[src/rtl/lcd_st_pkt_arbiter.sv]
// Two-input Avalon-ST packet arbiter: one source owns the output from SOP through EOP, round-robin between packets.
// Optional per-source EOP counters (pkt_cnt0/pkt_cnt1) are built when LCD_PKT_ARB_CNT_EN is defined.
module lcd_st_pkt_arbiter #(
  parameter int   DATA_W  = 64,
  parameter int   EMPTY_W = 3,
  parameter int   CNT_W   = 16,
  parameter logic RR_INIT = 1'b0
) (
  input  logic               clk,
  input  logic               reset_n,
  output logic               in0_ready,
  input  logic               in0_valid,
  input  logic [DATA_W-1:0]  in0_data,
  input  logic               in0_startofpacket,
  input  logic               in0_endofpacket,
  input  logic [EMPTY_W-1:0] in0_empty,
  output logic               in1_ready,
  input  logic               in1_valid,
  input  logic [DATA_W-1:0]  in1_data,
  input  logic               in1_startofpacket,
  input  logic               in1_endofpacket,
  input  logic [EMPTY_W-1:0] in1_empty,
  input  logic               out_ready,
  output logic               out_valid,
  output logic [DATA_W-1:0]  out_data,
  output logic               out_startofpacket,
  output logic               out_endofpacket,
  output logic [EMPTY_W-1:0] out_empty,
  output logic [1:0]         grant,
  output logic               err_orphan
`ifdef LCD_PKT_ARB_CNT_EN
  ,
  output logic [CNT_W-1:0]   pkt_cnt0,
  output logic [CNT_W-1:0]   pkt_cnt1
`endif
);

  typedef enum logic [1:0] {IDLE, OWN0, OWN1} state_t;

  state_t state_reg;
  logic   rr_ptr_reg;
  logic   err_orphan_reg;

  logic [1:0]         src_valid, src_sop, src_eop, src_ready, own, req, eop_xfer;
  logic [DATA_W-1:0]  src_data  [2];
  logic [EMPTY_W-1:0] src_empty [2];
  logic               idle, sel, flush;

  assign src_valid    = {in1_valid, in0_valid};
  assign src_sop      = {in1_startofpacket, in0_startofpacket};
  assign src_eop      = {in1_endofpacket, in0_endofpacket};
  assign src_data[0]  = in0_data;
  assign src_data[1]  = in1_data;
  assign src_empty[0] = in0_empty;
  assign src_empty[1] = in1_empty;

  assign idle = (state_reg == IDLE);
  assign own  = {state_reg == OWN1, state_reg == OWN0};
  assign sel  = own[1];

  genvar gi;
  generate
    for (gi = 0; gi < 2; gi++) begin : g_src
      assign req[gi]       = src_valid[gi] & src_sop[gi];
      // In IDLE only non-SOP beats are accepted, and only to discard them.
      assign src_ready[gi] = own[gi] ? out_ready : (idle & src_valid[gi] & ~src_sop[gi]);
      assign eop_xfer[gi]  = own[gi] & src_valid[gi] & out_ready & src_eop[gi];
    end
  endgenerate

  assign flush     = idle & (|(src_valid & ~src_sop));
  assign in0_ready = src_ready[0];
  assign in1_ready = src_ready[1];

  assign out_valid         = (|own) & src_valid[sel];
  assign out_data          = (|own) ? src_data[sel]  : '0;
  assign out_startofpacket = (|own) & src_sop[sel];
  assign out_endofpacket   = (|own) & src_eop[sel];
  assign out_empty         = (|own) ? src_empty[sel] : '0;
  assign grant             = own;
  assign err_orphan        = err_orphan_reg;

  always_ff @(posedge clk or negedge reset_n) begin
    if (!reset_n) begin
      state_reg      <= IDLE;
      rr_ptr_reg     <= RR_INIT;
      err_orphan_reg <= 1'b0;
    end else begin
      err_orphan_reg <= flush;
      case (state_reg)
        IDLE: begin
          if (req[0] & req[1])
            state_reg <= rr_ptr_reg ? OWN1 : OWN0;
          else if (req[0])
            state_reg <= OWN0;
          else if (req[1])
            state_reg <= OWN1;
        end
        OWN0: begin
          if (eop_xfer[0]) begin
            state_reg  <= IDLE;
            rr_ptr_reg <= 1'b1;
          end
        end
        OWN1: begin
          if (eop_xfer[1]) begin
            state_reg  <= IDLE;
            rr_ptr_reg <= 1'b0;
          end
        end
        default: state_reg <= IDLE;
      endcase
    end
  end

`ifdef LCD_PKT_ARB_CNT_EN
  logic [CNT_W-1:0] cnt_reg [2];

  // Counters wrap naturally at 2^CNT_W.
  always_ff @(posedge clk or negedge reset_n) begin
    if (!reset_n) begin
      for (int i = 0; i < 2; i++) cnt_reg[i] <= '0;
    end else begin
      for (int i = 0; i < 2; i++)
        if (eop_xfer[i]) cnt_reg[i] <= cnt_reg[i] + CNT_W'(1);
    end
  end

  assign pkt_cnt0 = cnt_reg[0];
  assign pkt_cnt1 = cnt_reg[1];
`endif

endmodule

[config.mk]
export PLATFORM = sky130hd
export DESIGN_NAME = lcd_st_pkt_arbiter
export DESIGN_NICKNAME = d
export VERILOG_FILES = /design/src/rtl/lcd_st_pkt_arbiter.sv
export SDC_FILE = /design/constraint.sdc
export NUM_CORES = 1
export LEC_CHECK = 0
export BUFFER_PORTS_ARGS = -buffer_cell sky130_fd_sc_hd__buf_4
export CAP_MARGIN = 20
export CORE_AREA = 5 5 81 83
export CTS_BUF_LIST = sky130_fd_sc_hd__clkbuf_2
export CTS_CLUSTER_DIAMETER = 150
export DETAILED_ROUTE_END_ITERATION = 10
export DIE_AREA = 0 0 86 88
export PLACE_DENSITY_LB_ADDON = 0.25
export SYNTH_ARGS = -nofsm -noshare
export SYNTH_HDL_FRONTEND = slang
export SYNTH_SLANG_ARGS = --single-unit
[constraint.sdc]
create_clock -name clk -period 1.67 [get_ports clk]
set_clock_uncertainty 0.05 [all_clocks]
set_input_delay 0.167 -clock clk [delete_from_list [all_inputs] [get_ports clk]]
set_output_delay 0.167 -clock clk [all_outputs]
set_load 0.05 [all_outputs]
# Yosys cells after proc, flatten, opt, wreduce, memory -nomap -nowiden
# Index checks and enable logic that the tools add are counted.
[totals]
ff_bits = 4
in_bits = 143
[classes]
n_reduce_logical = 6
bitwise_logic = 22
n_eq_ne = 5
magnitude_cmp = 2
n_mux = 26
[op_table]
columns = ["cell", "n"]
rows = [
  ["64-bit two-way mux", 4],
  ["1-bit AND", 17],
  ["2-bit two-way mux", 6],
  ["3-bit two-way mux", 4],
  ["1-bit two-way mux", 10],
  ["2-bit one-hot mux with 3 select lines", 1],
  ["3-bit AND reduction", 2],
  ["4-bit by 3-bit inequality test with 1-bit output (second input constant)", 1],
  ["2-bit OR reduction", 2],
  ["2-bit AND", 1],
  ["2-bit by 1-bit equality test with 1-bit output (second input constant)", 1],
  ["2-bit equality test (second input constant)", 1],
  ["2-bit >= comparator (second input constant)", 1],
  ["2-bit zero test", 1],
  ["1-bit by 2-bit less-than comparator with 1-bit output (second input constant)", 1],
  ["2-bit by 1-bit inequality test with 1-bit output (second input constant)", 1],
  ["2-bit inequality test (second input constant)", 1],
  ["1-bit NOT", 2],
  ["1-bit NOT with 2-bit output", 1],
  ["2-bit NOT", 1],
  ["1-bit one-hot mux with 2 select lines", 1],
  ["2-bit nonzero test", 1],
]

# Depth between registers and ports, before layout
# Gate-level depths: netlist of the first run.
[logic_depth]
depth_word = 6
ltp_mapped = 6

# Worst setup path after synthesis of the first run
# OpenSTA, ideal clock, no wires.
[synth_path]
path_type = "reg-to-output"
start = "register state_reg[1]"
end = "output port in0_ready"
arrival_time_ps = 2109
path_stages_with_launch = 6
n_path_buf = 0
t_required_ps = 1453
path_slack_ps = -656
cell_sequence = "dfrtp_1 inv_1 ha_1 inv_1 nand2_1 o21ai_0"
[synth_rtl]
columns = ["element", "line", "rtl"]
rows = [
  ["start: declaration", "40", "state_t state_reg;"],
  ["start signal: assignment", "93", "state_reg <= rr_ptr_reg ? OWN1 : OWN0;"],
  ["2-bit by 1-bit equality test with 1-bit output", "58", "assign own = {state_reg == OWN1, state_reg == OWN0};"],
  ["via grant[0]", "29", "output logic [1:0] grant,"],
  ["1-bit two-way mux", "66", "assign src_ready[gi] = own[gi] ? out_ready : (idle & src_valid[gi] & ~src_sop[gi]);"],
  ["end: declaration", "11", "output logic in0_ready,"],
]
# The timed path passes the listed nets, and every way through them passes these cells.

# Final worst setup path of the first run
[layout_path]
start = "register state_reg[0]"
end = "output port out_data[55]"
[layout_between]
elab_chain_len = 6
[layout_rtl]
columns = ["element", "line", "rtl"]
rows = [
  ["2-bit equality test", "58", ""],
  ["1-bit NOT with 2-bit output (not written as such)", "76", "assign out_data = (|own) ? src_data[sel] : '0;"],
  ["64-bit two-way mux (not written as such) (3 in series)", "76", ""],
  ["64-bit two-way mux *", "76", ""],
  ["end: declaration", "25", "output logic [DATA_W-1:0] out_data,"],
]
# Mark *: on every way between the ends. The rest lies on a longest branch, timed or not. The select of a mux whose other input is x is not followed.

==> results of run 1 <==
==> cells in the mapped netlist (all sizes together) <==
cell type,instances,share of area
o32ai,2,0.011
o2bb2ai,1,0.0056
clkbuf,7,0.017
nand2b,1,0.0040
o21ai,3,0.0096
or2b,1,0.0048
buf,9,0.056
inv,4,0.0096
a21boi,2,0.0096
nor2,1,0.0024
mux2i,70,0.45
a21oi,1,0.0032
ha,3,0.024
dfrtp,4,0.064
o221ai,1,0.0096
nor2b,70,0.28
a222oi,1,0.0064
nand2,6,0.014
and3,3,0.014
nand3,2,0.0064
==> worst min-delay path by stage <==
stage                 start  cells after the start  slack (ns)      endpoint
floorplan           reset_n                      0       -0.18    err_orphan
global placement    reset_n                      1       -0.08    err_orphan
detailed placement  reset_n                      1       -0.09    rr_ptr_reg
CTS                 reset_n                      2        0.24  state_reg[0]
global route        reset_n                      2        0.24  state_reg[0]
finish              reset_n                      2        0.25    rr_ptr_reg
==> per-stage QoR <==
step | setup TNS, ns | utilization | cells | power, mW | setup slack, ns
after floorplan | -1.46 | - | 192 | 5.48 | -0.279
after global placement | -0.890 | 0.655 | 480 | 7.35 | -0.107
after detailed placement | -2.90 | 0.655 | 480 | 7.40 | -0.139
after CTS | -16.53 | 0.699 | 485 | 7.89 | -0.280
after global routing | -20.19 | 0.891 | 505 | 10.5 | -0.333
final | -14.72 | 0.891 | 505 | 10.2 | -0.248
==> kinds of logic after synthesis <==
| group | share of synthesized area |
|---|---|
| AO/OA/AOI/OAI | 0.0552 |
| adder cells (fa/ha/maj) | 0.0240 |
| buffers and inverters | 0.0825 |
| flip-flops | 0.0641 |
| multiplexers | 0.448 |
| AND/OR/NAND/NOR | 0.326 |
==> placed cells by master, fill, tap and decap left out <==
cell type	Yosys	routed
buf_4	2	162
buf_6	6	66
nor2b_4	0	57
mux2i_4	0	48
mux2i_2	0	13
nor2b_2	0	13
mux2i_1	70	9
clkbuf_16	0	9
nand2_1	6	6
buf_8	0	5
buf_12	0	5
dfrtp_1	4	4
inv_2	0	3
clkbuf_2	0	3
buf_16	0	3
a21boi_0	2	2
and3_2	2	2
nand3_1	2	2
o32ai_1	2	2
ha_4	0	2
or2b_1	1	1
o21ai_1	0	1
nand2b_1	1	1
o21ai_2	0	1
inv_1	4	1
and3_1	1	1
o221ai_2	1	1
a222oi_1	1	1
nor2_1	1	1
o21ai_0	3	1
a21oi_1	1	1
o2bb2ai_1	1	1
ha_1	3	1
dlygate4sd3_1	0	1
==> cell type report <==
type,count,area (um2)
clock buffers,3,15.0
fillers,256,632
multi-input cells,168,2470
well taps,75,93.8
repair buffers,251,2450
flip-flops and latches,4,100
inverters,4,15.0
==> report_power, final <==
group          leakage, nW  total [mW]  internal, mW  switching (mW)
combinational         2.16        9.95          4.81            5.14
clock               0.0125      0.0834        0.0483          0.0351
sequential          0.0479       0.143         0.124          0.0187
==> worst max-delay path, stage by stage, from the launching register on <==
cell,delay (ns)
dfrtp_1,0.38
inv_2,0.11
ha_4,0.17
buf_12,0.17
clkbuf_16,0.20
mux2i_4,0.26
nor2b_4,0.06
buf_6,0.15
==> repair_timing <==
item                                   4_1_cts  5_1_grt
gates cloned                                 1       11
endpoints found under the hold margin        4        0
setup buffers                                0       10
setup endpoints to repair                   72       75
pin swaps                                    1        4
resized for setup                           48      149
hold buffers                                 1        0
==> layer usage <==
metal	part of all wire	vias up	GRT usage
met2	0.57	167	0.371
met5	0	-	0
li1	-	1148	-
met4	0.036	0	0.0633
met1	0.32	1243	0.186
met3	0.079	38	0.0555
==> flow_summary.json, run 1 <==
{
  "gp_congestion": 0.777,
  "fin_crit_sh": 1.15,
  "synth_area_mm2": 0.00156,
  "violations": "negative setup slack",
  "place_area_mm2": 0.00379,
  "max_freq_mhz": 521,
  "critical_path.max_fanout": 8,
  "rsz0062_at_grt": "true",
  "grt_max_degree": 28,
  "drt_iter0_markers": 50,
  "finalSetupViolations": 74,
  "startpoint_type": "register",
  "largest_reg_flops": 2,
  "viasPerCell": 5.14,
  "r2r_end": "state_reg[0]",
  "dr_total_vias": 2596,
  "synth_cell_types": 23,
  "drt-total-wl_um": 11500,
  "design_area_mm2": 0.00515,
  "hold_violations": 0,
  "cap_violations": 0,
  "drc_errors": 0,
  "finalHoldWorstSlack_ns": 0.248,
  "die_x_um": 86,
  "ant_nets": 0,
  "area_growth_pct": 229,
  "setup_slack_ns": -0.248,
  "cellPowerDensity_mw_per_mm2": 1980,
  "crit_path_end_kind": "output pin",
  "clockRootBuffer": "clkbuf_2",
  "r2r_slack_ns": -0.08,
  "grtUsageTotal": 0.188,
  "ios": 218,
  "period_needed_ns": 1.92,
  "diodes": 0,
  "cts_sinks": 4,
  "antenna_found_initial": 0,
  "reg2regPathDepth": 5,
  "overflow": 0,
  "leakagePower_nw": 2.22,
  "core_area_mm2": 0.00578,
  "drive_above_1_share": 0.914,
  "finalMaxSlewViolations": 0,
  "die_area_mm2": 0.00757,
  "rows": 28,
  "io_buffers": 217,
  "r2r_start": "state_reg[1]",
  "ys_ff_latch": 4,
  "grt_pass1_vias": 2469,
  "worstSetupStartpoint": "state_reg[0]",
  "clk_pin_slew_ns": 0.04,
  "cts_buffers": 3,
  "synth.net_count": 338,
  "wl_per_cell_um": 22.9,
  "synthesis.instances": 192,
  "crit_type": "reg -> out",
  "drtPass1Iterations": 4,
  "outcome": "finished with violations",
  "syn_avg_cell_area_um2": 8.14,
  "yosysWarnings": 0,
  "seq_area_frac_synth": 0.0641,
  "worstPathRequired_ns": 1.45,
  "vdd_drop_max_mv": 1.57,
  "relSlewSlack": 0.703,
  "h-tree-depth": 1,
  "die_h_um": 88,
  "critical_path_arrival_ns": 1.70,
  "hpwl_um": 6590,
  "crit_path_end": "out_data[55]",
  "grt_first_pass_wirelength_um": 11500,
  "hp-class": "in -> async",
  "worstMarginPinSlew_ns": 0.445,
  "clk_latency_ns": 0.20,
  "final_net_count": 578,
  "start_util": 0.270,
  "cts_tree": "done",
  "cts.path.max_buffers": 2
}
(Power assumes the default switching activity.)
==> run 2, diff against run 1 <==
- clock period: 1.67 -> 1.8 ns (I/O delays scaled with it)
==> run 2 against run 1 <==
Compared with the run above: the flow still finishes with violations (negative setup slack); setup slack improved by 0.16 ns; sequential cell count unchanged; die area unchanged; first-iteration DRC count fell by 48%; utilization fell by 10 points; critical path depth unchanged; largest power group unchanged.
==> flow_summary.json, run 2 (synthesis gave the netlist of run 1 again) <==
{
  "crit_path_end_kind": "output pin",
  "p_clk_frac": 0.011,
  "setup_slack_ns": -0.0906,
  "power_switching_mw": 4.37,
  "drive_above_1_share": 0.865,
  "h-tree-depth": 1,
  "layout_common_cells": "buf_4, buf_6, nor2b_2",
  "worstPathRequired_ns": 1.57,
  "ios": 218,
  "critical_path_arrival_ns": 1.66,
  "antenna_found_initial": 0,
  "cts_tree": "done",
  "cts_sinks": 4,
  "gp_congestion": 0.762,
  "largest_reg_flops": 2,
  "design_area_mm2": 0.00454,
  "core_area_mm2": 0.00578,
  "die_h_um": 88,
  "clockRootBuffer": "clkbuf_2",
  "cts_buffers": 3,
  "leakagePower_nw": 2.01,
  "io_buffers": 217,
  "pwr-share-seq": 0.016,
  "drtPass1Iterations": 4,
  "fin_crit_sh": 1.05,
  "place_area_mm2": 0.00345,
  "rsz0062_at_grt": "true",
  "p_sw_frac": 0.536,
  "finalMaxSlewViolations": 0,
  "clk_latency_ns": 0.22,
  "clk_pin_slew_ns": 0.06,
  "grt_pass1_vias": 2583,
  "dr_total_vias": 2390,
  "die_x_um": 86,
  "overflow": 0,
  "final_util": 0.786,
  "final_net_count": 569,
  "hold_violations": 0,
  "grt_max_degree": 29,
  "drt_iter0_markers": 26,
  "start_util": 0.270,
  "period_needed_ns": 1.89,
  "hpwl_um": 6210,
  "crit_type": "reg -> out",
  "cellPowerDensity_mw_per_mm2": 1790,
  "wl_per_cell_um": 19.0,
  "p_int_mw": 3.78,
  "power_mw": 8.15,
  "drt-total-wl_um": 9420,
  "die_area_mm2": 0.00757,
  "violations": "negative setup slack",
  "finalSetupViolations": 67,
  "area_growth_pct": 191,
  "viasPerCell": 4.82,
  "cts.path.max_buffers": 2,
  "drc_errors": 0,
  "startpoint_type": "register",
  "finalHoldWorstSlack_ns": 0.246,
  "max_freq_mhz": 529,
  "p_comb_frac": 0.973,
  "grt_first_pass_wirelength_um": 12600,
  "grtUsageTotal": 0.206,
  "relSlewSlack": 0.750,
  "layout.cells.most_common": "buf_4",
  "ant_nets": 0,
  "diodes": 0,
  "worstMarginPinSlew_ns": 0.376,
  "outcome": "finished with violations",
  "hp-class": "in -> async",
  "rows": 28,
  "vdd_drop_max_mv": 1.31,
  "critical_path.max_fanout": 6,
  "cap_violations": 0
}
-- run 2: routing by layer --
metal  part of all wire  global-route usage
met4              0.014              0.0518
met5                  0                   0
met3              0.086              0.0546
met2               0.58               0.411
met1               0.32               0.209
-- run 2: layout make-up --
cell class	count	area, um2
timing repair buffer	242	2370
multi-input combinational	168	1930
fill	380	1240
sequential	4	100
tap	75	93.8
inverter	4	27.5
clock buffer	3	15.0
-- run 2: power groups by stage --
stage               logic [mW]  clock network, mW  registers [mW]
floorplan                 4.31                  0           0.154
global placement          5.91                  0           0.131
detailed placement        5.94                  0           0.131
CTS                       7.14             0.0898           0.132
global route              8.23             0.0948           0.135
finish                    7.93             0.0867           0.131
-- run 2: path summary, 6_finish.rpt --
path / startpoint / end / slack [ns] / cells after the start
max: state_reg[0] / out_data[1] / -0.09 / 7
min: reset_n / err_orphan / 0.25 / 2
max reg2reg: state_reg[0] / state_reg[0] / 0.10 / 7
min reg2reg: rr_ptr_reg / rr_ptr_reg / 0.51 / 1
max in group asynchronous: reset_n / rr_ptr_reg / 1.33 / 2
min in group clk: in0_startofpacket / err_orphan / 0.28 / 3
-- run 2: worst max-delay path, cell delays in order (launching register included) --
cell     delay [ns]
dfrtp_1        0.39
inv_2          0.08
ha_4           0.16
buf_12         0.15
buf_12         0.15
mux2i_4        0.28
nor2b_4        0.07
buf_6          0.15
-- run 2: stage by stage --
stage          setup WS [ns]  instances  TNS, ns
2_1_floorplan         -0.162        192   -0.162
3_3_place_gp           0.118        474        0
6_report             -0.0906        496    -1.88
4_1_cts              -0.0844        491    -2.39
3_5_place_dp          0.0900        474        0
5_1_grt               -0.170        496    -7.93
-- run 2: timing repair --
action / in CTS / in global routing
hold buffers: 1 / 0
endpoints found under the setup margin: 71 / 73
hold endpoints to repair: 4 / 0
gates cloned: 4 / 5
pin swaps: 1 / 3
resized for setup: 94 / 78
setup buffers: 10 / 2
==> run 3, diff against run 2 <==
- PLACE_DENSITY: default -> 0.74
- PLACE_DENSITY_LB_ADDON: 0.25 -> default
==> run 3 against run 2 <==
Compared with the run above: the run still ends with negative setup slack left; combinational power is 0.6% higher; via count is 1.6% lower; power is 0.56% higher; first-iteration DRC count is 27% higher; non-clock buffer count is 6 lower; wire length is 5.2% lower; die area stayed put; utilization is 1.2 points lower; largest cell class unchanged.
==> flow_summary.json, run 3 (synthesis gave the netlist of run 1 again) <==
{
  "finalSetupTns_ns": -4.38,
  "drt-total-wl_um": 8930,
  "antenna_found_initial": 0,
  "finalSetupViolations": 70,
  "grt_max_degree": 21,
  "p_clk_frac": 0.010,
  "grt_pass1_vias": 2593,
  "cts_tree": "done",
  "finalMaxSlewViolations": 0,
  "violations": "negative setup slack",
  "leakagePower_nw": 2.02,
  "layout_common_cells": "buf_4, buf_6, nor2b_2",
  "h-tree-depth": 1,
  "period_needed_ns": 1.91,
  "hp-class": "in -> reg",
  "vdd_drop_max_mv": 1.07,
  "layout.cells.most_common": "buf_4",
  "critical_path.max_fanout": 20,
  "power_mw": 8.19,
  "die_h_um": 88,
  "p_comb_frac": 0.974,
  "p_int_mw": 3.87,
  "dpl.cell_count": 475,
  "clockRootBuffer": "clkbuf_2",
  "gp_congestion": 0.836,
  "max_freq_mhz": 524,
  "die_x_um": 86,
  "ios": 218,
  "clk_pin_slew_ns": 0.04,
  "cts_buffers": 3,
  "grtUsageTotal": 0.203,
  "crit_path_end_kind": "output pin",
  "drive_above_1_share": 0.863,
  "worstMarginPinSlew_ns": 0.363,
  "drtPass1Iterations": 4,
  "relSlewSlack": 0.758,
  "wl_per_cell_um": 18.2,
  "hpwl_um": 6520,
  "setup_slack_ns": -0.110,
  "power_switching_mw": 4.33,
  "outcome": "finished with violations",
  "ant_nets": 0,
  "clk_latency_ns": 0.20,
  "finalHoldWorstSlack_ns": 0.255,
  "cts_sinks": 4,
  "core_area_mm2": 0.00578,
  "viasPerCell": 4.80,
  "diodes": 0,
  "largest_reg_flops": 2,
  "grt_first_pass_wirelength_um": 12500,
  "pwr-share-seq": 0.017,
  "dr_total_vias": 2352,
  "start_util": 0.270,
  "rsz0062_at_grt": "true",
  "crit_type": "reg -> out",
  "worstPathRequired_ns": 1.57,
  "fin_crit_sh": 1.06,
  "startpoint_type": "register",
  "cts.path.max_buffers": 2,
  "die_area_mm2": 0.00757,
  "overflow": 0,
  "critical_path_arrival_ns": 1.68,
  "hold_violations": 0,
  "cellPowerDensity_mw_per_mm2": 1830,
  "io_buffers": 217,
  "p_sw_frac": 0.528,
  "final_net_count": 563,
  "instances_no_fill": 490,
  "rows": 28,
  "drt_iter0_markers": 33,
  "area_growth_pct": 186,
  "cap_violations": 0,
  "drc_errors": 0
}
run 3: cell types whose count changed in the layout (fill, tap and decap cells not counted), sizes merged:
| cell | change |
|---|---|
| buf | -3 |
| bufbuf | +1 |
| clkbuf | -4 |
| clkinv | -1 |
| inv | +1 |
run 3: stage by stage:
stage / area [um2] / util / worst slack (ns)
2_1_floorplan: 1740 / - / -0.162
3_3_place_gp: 3480 / 0.602 / 0.154
6_report: 4480 / 0.774 / -0.110
5_1_grt: 4480 / 0.774 / -0.183
3_5_place_dp: 3480 / 0.602 / 0.0773
4_1_cts: 4130 / 0.715 / -0.121
run 3: final cells by class:
cell class                      count  area [um2]
Timing Repair Buffer              236        2280
Clock buffer                        3        15.0
Fill cell                         398        1310
Sequential cell                     4         100
Inverter                            4        15.0
Tap cell                           75        93.8
Multi-Input combinational cell    168        1970
run 3: final timing paths:
| kind | from | endpoint | slack, ns | cells after the start |
|---|---|---|---|---|
| setup reg to reg | state_reg[0] | state_reg[1] | 0.19 | 6 |
| max in group asynchronous | reset_n | state_reg[1] | 1.34 | 2 |
| setup / recovery | state_reg[0] | out_data[42] | -0.11 | 7 |
| min in group asynchronous | reset_n | err_orphan | 0.26 | 2 |
| hold reg to reg | rr_ptr_reg | rr_ptr_reg | 0.51 | 1 |
| hold / removal | in0_startofpacket | state_reg[0] | 0.25 | 3 |
run 3: per-layer routing:
| metal | global-route usage | vias up | wire length (um) |
|---|---|---|---|
| met1 | 0.208 | 1109 | 2970 |
| met4 | 0.0432 | 0 | 120 |
| met2 | 0.409 | 124 | 5040 |
| li1 | - | 1111 | - |
| met5 | 0 | - | 0 |
| met3 | 0.0527 | 8 | 799 |
run 3: worst max-delay path: stages (launching register included):
cell and delay (ns):
dfrtp_1 0.37, inv_2 0.06, buf_4 0.14, ha_4 0.27
buf_12 0.12, buf_12 0.14, nor2b_2 0.18, buf_6 0.18
run 3: timing repair:
action | 4_1_cts | 5_1_grt
hold buffers | 1 | 0
pin swaps | 1 | 0
endpoints found under the hold margin | 4 | 0
gates cloned | 5 | 1
setup buffers | 6 | 0
setup endpoints to repair | 71 | 72
resized for setup | 104 | 72
run 3: power groups by stage:
stage / Combinational (mW) / Clock, mW / Sequential, mW
after global placement: 6.00 / 0 / 0.130
after floorplan: 4.31 / 0 / 0.154
after detailed placement: 6.04 / 0 / 0.133
after CTS: 7.45 / 0.0864 / 0.135
after global routing: 8.25 / 0.0923 / 0.139
final: 7.98 / 0.0802 / 0.135
